**config.mk**
```make
export PLATFORM = sky130hd
export DESIGN_NAME = bswap_engine_flat
export DESIGN_NICKNAME = d
export VERILOG_FILES = /design/src/rtl/bswap_engine_pkg.sv /design/src/rtl/bswap_engine_if.sv /design/src/rtl/bswap_engine_wr_stage.sv /design/src/rtl/bswap_engine.sv /design/src/flat_wrapper.sv
export SDC_FILE = /design/constraint.sdc
export NUM_CORES = 1
export LEC_CHECK = 0
export CORE_ASPECT_RATIO = 0.8
export CORE_MARGIN = 10
export CORE_UTILIZATION = 45
export CTS_CLUSTER_SIZE = 10
export DETAILED_ROUTE_END_ITERATION = 6
export PLACE_DENSITY = 0.82
export SKIP_CTS_REPAIR_TIMING = 1
export SYNTH_ARGS = -nofsm -noshare
export SYNTH_HDL_FRONTEND = slang
export SYNTH_HIERARCHICAL = 1
export SYNTH_SLANG_ARGS = --single-unit
```
**constraint.sdc**
```tcl
create_clock -name clk -period 4.4 [get_ports clk]
set_input_delay 1.1 -clock clk [delete_from_list [all_inputs] [get_ports clk]]
set_output_delay 1.1 -clock clk [all_outputs]
set_load 0.1 [all_outputs]
```
**src/rtl/bswap_engine_pkg.sv**
```systemverilog
// -----------------------------------------------------------------------------
// bswap_engine_pkg
// Shared types and helpers for the bswap executor.
//   ADDR_W / LEN_W : word-address width and length/counter width
//   bswap_a        : command record (first word address, word count)
//   bswap_o()      : builds a bswap_a from its two fields
//   bswap()        : byte-reverses one 32-bit word
//   bswap_state_e  : engine FSM states
// -----------------------------------------------------------------------------
package bswap_engine_pkg;

   localparam int ADDR_W = 32;
   localparam int LEN_W  = 32;

   typedef struct packed {
      logic [ADDR_W-1:0] arr_1;
      logic [LEN_W-1:0]  length;
   } bswap_a;

   typedef enum logic [1:0] {
      IDLE,
      RUN,
      DRAIN,
      DONE
   } bswap_state_e;

   function automatic bswap_a bswap_o(input logic [ADDR_W-1:0] arr_1,
                                      input logic [LEN_W-1:0]  length);
      bswap_a cmd;
      cmd.arr_1  = arr_1;
      cmd.length = length;
      return cmd;
   endfunction

   function automatic logic [31:0] bswap(input logic [31:0] d);
      return {d[7:0], d[15:8], d[23:16], d[31:24]};
   endfunction

endpackage

```
**src/rtl/bswap_engine_if.sv**
```systemverilog
// -----------------------------------------------------------------------------
// bswap_engine_if
// Bundles the dispatcher command handshake, the exe_env u32 memory port and
// the status flags of the bswap executor.
//   master : dispatcher/memory side (drives the command and read data)
//   slave  : the engine (drives ready, memory strobes, busy, done)
// -----------------------------------------------------------------------------
interface bswap_engine_if;
   import bswap_engine_pkg::*;

   logic              cmd_valid;
   logic              cmd_ready;
   logic [ADDR_W-1:0] cmd_arr_1;
   logic [LEN_W-1:0]  cmd_length;
   logic              mem_rd_en;
   logic [ADDR_W-1:0] mem_rd_addr;
   logic [31:0]       mem_rd_data;
   logic              mem_wr_en;
   logic [ADDR_W-1:0] mem_wr_addr;
   logic [31:0]       mem_wr_data;
   logic              busy;
   logic              done;

   modport master (
      output cmd_valid, cmd_arr_1, cmd_length, mem_rd_data,
      input  cmd_ready, mem_rd_en, mem_rd_addr, mem_wr_en, mem_wr_addr,
             mem_wr_data, busy, done
   );

   modport slave (
      input  cmd_valid, cmd_arr_1, cmd_length, mem_rd_data,
      output cmd_ready, mem_rd_en, mem_rd_addr, mem_wr_en, mem_wr_addr,
             mem_wr_data, busy, done
   );

endinterface

```
**src/rtl/bswap_engine_wr_stage.sv**
```systemverilog
// -----------------------------------------------------------------------------
// bswap_engine_wr_stage
// Write half of the read->write pipeline. Remembers which read was issued last
// cycle and writes the byte-reversed returning word back to the same address.
//   clk, rst   : clock, asynchronous active-high reset
//   i_rdEn     : read issued this cycle
//   i_rdAddr   : address of that read
//   i_rdData   : memory read data (valid one cycle after i_rdEn)
//   o_wrEn     : write strobe
//   o_wrAddr   : write address
//   o_wrData   : byte-swapped word
// -----------------------------------------------------------------------------
module bswap_engine_wr_stage
   import bswap_engine_pkg::*;
(
   input  logic              clk,
   input  logic              rst,
   input  logic              i_rdEn,
   input  logic [ADDR_W-1:0] i_rdAddr,
   input  logic [31:0]       i_rdData,
   output logic              o_wrEn,
   output logic [ADDR_W-1:0] o_wrAddr,
   output logic [31:0]       o_wrData
);

   logic              r_rdValid;
   logic [ADDR_W-1:0] r_wrAddr;

   // Delay the read strobe and address by one cycle so they line up with the
   // data coming back from memory; reset kills any pending write at once.
   always_ff @(posedge clk or posedge rst) begin
      if (rst) begin
         r_rdValid <= 1'b0;
         r_wrAddr  <= '0;
      end else begin
         r_rdValid <= i_rdEn;
         r_wrAddr  <= i_rdAddr;
      end
   end

   // Write data is gated so the bus reads as zero whenever no write is issued.
   assign o_wrEn   = r_rdValid;
   assign o_wrAddr = r_wrAddr;
   assign o_wrData = r_rdValid ? bswap(i_rdData) : '0;

endmodule

```
**src/rtl/bswap_engine.sv**
```systemverilog
// -----------------------------------------------------------------------------
// bswap_engine
// Sequential executor for the bswap operation: accepts (arr_1, length), reads
// length consecutive u32 words starting at arr_1 (wrapping at 2**ADDR_W),
// and writes each back byte-reversed in place, one word per cycle.
//   clk, rst : clock, asynchronous active-high reset
//   bus      : bswap_engine_if.slave (command handshake, memory port,
//              busy, done)
// -----------------------------------------------------------------------------
module bswap_engine
   import bswap_engine_pkg::*;
(
   input  logic          clk,
   input  logic          rst,
   bswap_engine_if.slave bus
);

   bswap_state_e      r_state;
   bswap_state_e      w_nextState;
   bswap_a            w_cmd;
   logic [ADDR_W-1:0] r_rdAddr;
   logic [LEN_W-1:0]  r_remain;
   logic              w_accept;
   logic              w_cmdReady;
   logic              w_busy;
   logic              w_done;
   logic              w_rdEn;
   logic              w_wrEn;
   logic [ADDR_W-1:0] w_wrAddr;
   logic [31:0]       w_wrData;

   assign w_cmd    = bswap_o(bus.cmd_arr_1, bus.cmd_length);
   assign w_accept = bus.cmd_valid && w_cmdReady;

   // State register.
   always_ff @(posedge clk or posedge rst) begin
      if (rst) begin
         r_state <= IDLE;
      end else begin
         r_state <= w_nextState;
      end
   end

   // Next-state logic. A zero-length command skips straight to DONE so it
   // produces no memory traffic. RUN leaves after the read whose remaining
   // count is 1, which also lets the full 2**LEN_W-1 range work.
   always_comb begin
      w_nextState = r_state;
      case (r_state)
         IDLE: begin
            if (w_accept) begin
               w_nextState = (w_cmd.length == '0) ? DONE : RUN;
            end
         end
         RUN: begin
            if (r_remain == LEN_W'(1)) begin
               w_nextState = DRAIN;
            end
         end
         DRAIN:   w_nextState = DONE;
         DONE:    w_nextState = IDLE;
         default: w_nextState = IDLE;
      endcase
   end

   // Outputs decoded purely from the current state.
   always_comb begin
      w_cmdReady = 1'b0;
      w_busy     = 1'b0;
      w_done     = 1'b0;
      w_rdEn     = 1'b0;
      case (r_state)
         IDLE:  w_cmdReady = 1'b1;
         RUN: begin
            w_busy = 1'b1;
            w_rdEn = 1'b1;
         end
         DRAIN: w_busy = 1'b1;
         DONE: begin
            w_busy = 1'b1;
            w_done = 1'b1;
         end
         default: w_cmdReady = 1'b0;
      endcase
   end

   // Read address generator and remaining-word down-counter. The address
   // simply increments and so wraps naturally at 2**ADDR_W.
   always_ff @(posedge clk or posedge rst) begin
      if (rst) begin
         r_rdAddr <= '0;
         r_remain <= '0;
      end else if (w_accept) begin
         r_rdAddr <= w_cmd.arr_1;
         r_remain <= w_cmd.length;
      end else if (r_state == RUN) begin
         r_rdAddr <= r_rdAddr + ADDR_W'(1);
         r_remain <= r_remain - LEN_W'(1);
      end
   end

   bswap_engine_wr_stage u_wrStage (
      .clk      (clk),
      .rst      (rst),
      .i_rdEn   (w_rdEn),
      .i_rdAddr (r_rdAddr),
      .i_rdData (bus.mem_rd_data),
      .o_wrEn   (w_wrEn),
      .o_wrAddr (w_wrAddr),
      .o_wrData (w_wrData)
   );

   assign bus.cmd_ready   = w_cmdReady;
   assign bus.busy        = w_busy;
   assign bus.done        = w_done;
   assign bus.mem_rd_en   = w_rdEn;
   assign bus.mem_rd_addr = r_rdAddr;
   assign bus.mem_wr_en   = w_wrEn;
   assign bus.mem_wr_addr = w_wrAddr;
   assign bus.mem_wr_data = w_wrData;

endmodule

```
**src/flat_wrapper.sv**
```systemverilog
// flat-port wrapper written by rule: the top's interface ports become plain ports
module bswap_engine_flat import bswap_engine_pkg::*;
  (clk, rst, bus_cmd_valid, bus_cmd_arr_1, bus_cmd_length, bus_mem_rd_data, bus_cmd_ready, bus_mem_rd_en, bus_mem_rd_addr, bus_mem_wr_en, bus_mem_wr_addr, bus_mem_wr_data, bus_busy, bus_done);
  bswap_engine_if bus_i ();
  input  logic clk;
  input  logic rst;
  input wire logic [$bits(bus_i.cmd_valid)-1:0] bus_cmd_valid;
  input wire logic [$bits(bus_i.cmd_arr_1)-1:0] bus_cmd_arr_1;
  input wire logic [$bits(bus_i.cmd_length)-1:0] bus_cmd_length;
  input wire logic [$bits(bus_i.mem_rd_data)-1:0] bus_mem_rd_data;
  output wire logic [$bits(bus_i.cmd_ready)-1:0] bus_cmd_ready;
  output wire logic [$bits(bus_i.mem_rd_en)-1:0] bus_mem_rd_en;
  output wire logic [$bits(bus_i.mem_rd_addr)-1:0] bus_mem_rd_addr;
  output wire logic [$bits(bus_i.mem_wr_en)-1:0] bus_mem_wr_en;
  output wire logic [$bits(bus_i.mem_wr_addr)-1:0] bus_mem_wr_addr;
  output wire logic [$bits(bus_i.mem_wr_data)-1:0] bus_mem_wr_data;
  output wire logic [$bits(bus_i.busy)-1:0] bus_busy;
  output wire logic [$bits(bus_i.done)-1:0] bus_done;
  assign bus_i.cmd_valid = bus_cmd_valid;
  assign bus_i.cmd_arr_1 = bus_cmd_arr_1;
  assign bus_i.cmd_length = bus_cmd_length;
  assign bus_i.mem_rd_data = bus_mem_rd_data;
  assign bus_cmd_ready = bus_i.cmd_ready;
  assign bus_mem_rd_en = bus_i.mem_rd_en;
  assign bus_mem_rd_addr = bus_i.mem_rd_addr;
  assign bus_mem_wr_en = bus_i.mem_wr_en;
  assign bus_mem_wr_addr = bus_i.mem_wr_addr;
  assign bus_mem_wr_data = bus_i.mem_wr_data;
  assign bus_busy = bus_i.busy;
  assign bus_done = bus_i.done;
  bswap_engine u_core (.clk(clk), .rst(rst), .bus(bus_i));
endmodule
```
* Yosys cells after proc, flatten, opt, wreduce, memory -nomap -nowiden
Index checks and enable logic that the tools add are counted.
Word-level totals: bits of input ports 99, word-level logic and storage cells 32, register bits after elaboration 99, output and inout port bits 101
Cells by class: add/sub/neg operators 2, reductions and logical operators 6, muxes and demuxes 13, equality and inequality tests 6
Operators by type and width (number):
- 2-to-1 mux 32 bit | 5
- adder 32 x 1 -> 32 bit, second input constant | 1
- == test 32 x 1 -> 1 bit, second input constant | 1
- zero test 32 bit | 1
- subtractor 32 x 1 -> 32 bit, second input constant | 1
- one-hot mux 2 bit (4 select lines) | 1
- 2-to-1 mux 2 bit | 3
- == test 2 bit, second input constant | 2
- 2-to-1 mux 1 bit | 4
- != test 2 x 1 -> 1 bit, second input constant | 2
- OR reduction 3 bit | 1
- == test 2 x 1 -> 1 bit, second input constant | 1
- zero test 2 bit | 1
- AND reduction 2 bit | 1
- nonzero test 2 bit | 1
- logical AND 1 bit | 1

* Logic depth before layout (Yosys ltp)
depth in word-level cells 5, gate-level depth with buffers 9, depth with buffers taken out 6

* Hierarchy
Netlist, hierarchy kept.
By module, submodules not included:
- bswap_engine | area each 4142.7 um^2, seq. area each 1651.6 um^2, cells an instance 483, instances 1
- bswap_engine_wr_stage | area each 1084.8 um^2, seq. area each 825.8 um^2, cells an instance 69, instances 1

* Worst setup path after synthesis
OpenSTA, ideal clock, no wires.
path kind flip-flop to flip-flop, start point register u_core.r_state[1], end point register u_core.r_rdAddr[28], in the netlist u_core/bus.mem_rd_addr[28], setup time 75 ps, setup slack 1491 ps, stages on the path, launching flop included 8, data required time 4325 ps, path buffers 1, arrival time 2835 ps, cells stage by stage dfrtp_1 -> inv_1 -> ha_1 -> buf_1 -> and4_1 -> nand4_1 -> or4b_2 -> nand3_1
On the way: longest elaborated chain between the ends 4
RTL lines:
- from (decl) | RTL line bswap_engine.sv:18 | bswap_state_e r_state;
- from (signal assigned) | RTL line bswap_engine.sv:40 | r_state <= w_nextState;
- zero test 2 bit | RTL line bswap_engine.sv:72 | case (r_state)
- 2-to-1 mux 1 bit | RTL line bswap_engine.sv:72
- logical AND 1 bit | RTL line bswap_engine.sv:33 | assign w_accept = bus.cmd_valid && w_cmdReady;
- 2-to-1 mux 32 bit or nonzero test 2 bit (tied branches)
- to (signal assigned) | RTL line bswap_engine.sv:94 | r_rdAddr <= w_cmd.arr_1;
- to (signal assigned) | RTL line bswap_engine.sv:97 | r_rdAddr <= r_rdAddr + ADDR_W'(1);
- to (decl) | RTL line bswap_engine.sv:21 | logic [ADDR_W-1:0] r_rdAddr;
Several ways; a longest one is shown, not always the timed one. A chain may end at the register's enable or synchronous reset.

* Worst setup path after layout
start point register u_core.r_state[0], end point output port bus_cmd_ready
On the way: longest elaborated chain between the ends 2
RTL lines:
- zero test 2 bit | RTL line bswap_engine.sv:72
- 2-to-1 mux 1 bit | RTL line bswap_engine.sv:72
- to (decl) | RTL line flat_wrapper.sv:11 | output wire logic [$bits(bus_i.cmd_ready)-1:0] bus_cmd_ready;
No other way between the ends.

==> results.sh <==
export IMPL_dieArea_um2=16400
export IMPL_dp_cells=875
export IMPL_p_comb_share_pct=13.8
export IMPL_antenna_found_initial=0
export IMPL_nets=845
export IMPL_clk_pin_slew_ns=0.08
export IMPL_power_frac_seq_pct=46.3
export IMPL_grt_use_total_pct=21.4
export IMPL_critical_path_class="flip-flop to output port"
export IMPL_clock_latency_ns=0.35
export IMPL_reg2reg_slack_ns=1.44
export IMPL_peakVddDrop_v=0.000210
export IMPL_grt_pass1_vias=5109
export IMPL_post_route_min_period_ns=3.47
export IMPL_fin_tns_setup_ns=0
export IMPL_grt_max_degree=50
export IMPL_final_hold_viol_count=0
export IMPL_p_sw_share_pct=27.4
export IMPL_vias=5238
export IMPL_worstReg2RegStart="u_core/r_state[1]$_DFFE_PP0P_"
export IMPL_rsz0062_at_grt="no"
export IMPL_grt_ovfl_total=0
export IMPL_place_congestion=0.884
export IMPL_max_stage_delay_ns=1.18
export IMPL_stdcell_count=891
export IMPL_p_int_mw=1.43
export IMPL_synth_edff_count=0
export IMPL_syn_area_um2=5230
export IMPL_p_switching_mw=0.538
export IMPL_hold_class="flip-flop to flip-flop"
export IMPL_place_port_buffers=199
export IMPL_fill_cells=929
export IMPL_drc=0
export IMPL_clock_sinks=99
export IMPL_rows=35
export IMPL_hpwl_um=13800
export IMPL_pwr_share_clk_pct=39.9
export IMPL_ys_async_sr_fraction_pct=100
export IMPL_cp_max_fo=7
export IMPL_synth_top_area_share_pct=47.4
export IMPL_h_tree_depth=3
export IMPL_layout_drive_gt1_share_pct=13.6
export IMPL_end_kind="output port"
export IMPL_first_pass_iters=7
export IMPL_synth_seq_cells=99
export IMPL_status="complete, no violations"
export IMPL_rr_worst_depth=7
export IMPL_worst_pin_slew_ns=1.05
export IMPL_cp_required_ns=3.30
export IMPL_synth_largest_area_cell="dfrtp_1"
export IMPL_final_core_util_pct=65.9
export IMPL_crit_chain="inv_1, ha_1, clkdlybuf4s50_1"
export IMPL_syn_nets=659
export IMPL_yosysMostFrequentCell="dfrtp_1"
export IMPL_clock_path_buffers=2
export IMPL_drt_antenna_violating_nets=0
export IMPL_fin_crit_sh_pct=79.0
export IMPL_hp_start="u_core/bus.mem_rd_addr[31]$_DFFE_PP0P_"
export IMPL_core_um2=11400
export IMPL_synth_area_leaders="dfrtp_1, and2_2, or4_1"
export IMPL_initial_core_util_pct=45.7
export IMPL_startpoint_type="flip-flop"
export IMPL_final_max_slew_viol_count=0
export IMPL_grt_pass1_wl_um=28200
export IMPL_area_growth_pct=44.2
export IMPL_grt_most_used_layer="met2"
export IMPL_crit_buf_inv=2
export IMPL_cp_arrival_ns=2.37
export IMPL_synth_seq_area_share_pct=47.4
export IMPL_rr_endpoint="u_core/r_remain[25]$_DFFE_PP0P_"
export IMPL_holdPathStages=0
export IMPL_clock_skew_ns=0.0106
export IMPL_synthTopCellsByCount="dfrtp_1, nor2_1, nand2_1"
export IMPL_leakage_nw=2.77
export IMPL_power_density_nw_per_um2=261
export IMPL_timing_fmax_ghz=0.288
export IMPL_first_iter_violations=604
export IMPL_routedWlPerCell_um=20.1
export IMPL_die_y_um=116
export IMPL_grt_util_met1_pct=27.1
export IMPL_crit_family="buffers and inverters"
export IMPL_postSynthAreaPerCell_um2=9.47
export IMPL_yosys_most_used_dff="dfrtp_1"
export IMPL_cap_violations=0
export IMPL_hold_path_end="u_core/u_wrStage/o_wrAddr[31]$_DFF_PP0_"
export IMPL_slew_headroom_pct=29.6
export IMPL_grtUsageMet2_pct=36.3
export IMPL_wirelength_um=17900
export IMPL_die_x_um=141
export IMPL_antenna_cells=0
export IMPL_syn_inst=552
export IMPL_cts_root_buffer="clkbuf_16"
export IMPL_finalSetupViolations=0
export IMPL_yosysUniqueCellTypes=53
export IMPL_ios=200
export IMPL_slowest_stage="clkdlybuf4s50_1"
export IMPL_grtUsageMet3_pct=5.32
export IMPL_synth_warnings=6
export IMPL_cts_buffers=9
export IMPL_cts_tree="yes"
export IMPL_via_per_inst=5.88
area by class of cell:
class / instances / area (um^2) / area share (%)
clock inverters: 6 / 52.6 / 0.697
inverters: 12 / 45.0 / 0.598
multi-input cells: 411 / 2580 / 34.3
flip-flops and latches: 99 / 2480 / 32.9
well taps: 148 / 185 / 2.46
clock buffers: 10 / 239 / 3.17
repair buffers: 205 / 1950 / 25.9
stage by stage:
stage | setup WS [ns] | total power [mW] | area [um^2] | hold slack (ns)
6_report | 0.925 | 1.97 | 7540 | 0.439
5_1_grt | 0.816 | 2.03 | 7540 | 0.456
4_1_cts | 0.918 | 1.97 | 7540 | 0.444
3_5_place_dp | 1.29 | 1.20 | 7250 | 0.428
3_3_place_gp | 1.31 | 1.20 | 7250 | 0.427
2_1_floorplan | 1.49 | 1.07 | 5230 | 0.545
logic make-up (layout without fill, tap and decap cells):
family          Yosys count  after routing  share of synthesized area, %
simple gates            279            279                          30.8
compound gates          102            102                          12.9
flops                    99             99                          47.4
buf+inv                  42            233                          3.25
xor+xnor                 21             21                          3.52
fa+ha+maj                 8              8                          1.91
mux                       1              1                         0.191
flip-flops by register name, summed over array words and instances (netlist names):
signal and count:
u_core/u_wrStage/o_wrAddr 32, u_core/r_remain 32, u_core/bus.mem_rd_addr 32, u_core/r_state 2, u_core/u_wrStage/o_wrEn 1
metal layers:
metal	share of wire [%]	wire length, um	vias up
met2	48	8700	247
met3	8.1	1450	24
li1	-	-	2436
met4	1.2	209	0
met1	42	7580	2531
met5	0	0	-
worst max-delay path by stage:
| stage | from | endpoint | slack (ns) | cells after the start |
|---|---|---|---|---|
| finish | u_core/r_state[0]$_DFFE_PP0P_ | bus_cmd_ready | 0.93 | 3 |
| global route | u_core/r_state[0]$_DFFE_PP0P_ | bus_cmd_ready | 0.82 | 3 |
| CTS | u_core/r_state[0]$_DFFE_PP0P_ | bus_cmd_ready | 0.92 | 3 |
| detailed placement | u_core/r_state[0]$_DFFE_PP0P_ | bus_cmd_ready | 1.29 | 3 |
| global placement | bus_mem_rd_data[20] | bus_mem_wr_data[12] | 1.31 | 3 |
| floorplan | u_core/r_state[1]$_DFFE_PP0P_ | u_core/bus.mem_rd_addr[28]$_DFFE_PP0P_ | 1.49 | 7 |
layout by cell type (no fill, tap or decap), drive strengths merged, types with 11 or more instances in the layout:
| cell | instances |
|---|---|
| buf | 39 |
| inv | 16 |
| nor3 | 15 |
| xnor2 | 11 |
| nor2 | 52 |
| nand2 | 50 |
| nor4 | 13 |
| or4 | 30 |
| o31ai | 19 |
| dfrtp | 99 |
| a31oi | 30 |
| o21ai | 31 |
| nand3 | 21 |
| nand4 | 25 |
| clkdlybuf4s50 | 166 |
| or3 | 12 |
| and2 | 36 |
power by group through the flow:
stage               combinational [mW]  sequential, mW  clock, mW
global placement                 0.271           0.927          0
CTS                              0.274           0.909      0.788
detailed placement               0.273           0.927          0
floorplan                        0.145           0.927          0
global route                     0.284           0.909      0.836
finish                           0.271           0.909      0.785
worst register-to-register path: stages, from the launching register on:
cell     delay, ns
dfrtp_1       0.41
inv_1         0.12
ha_1          0.36
buf_4         0.26
nor3b_1       0.45
nand4_2       0.46
or4_1         0.62
a31oi_1       0.18
Power figures use the tool's default switching activity.
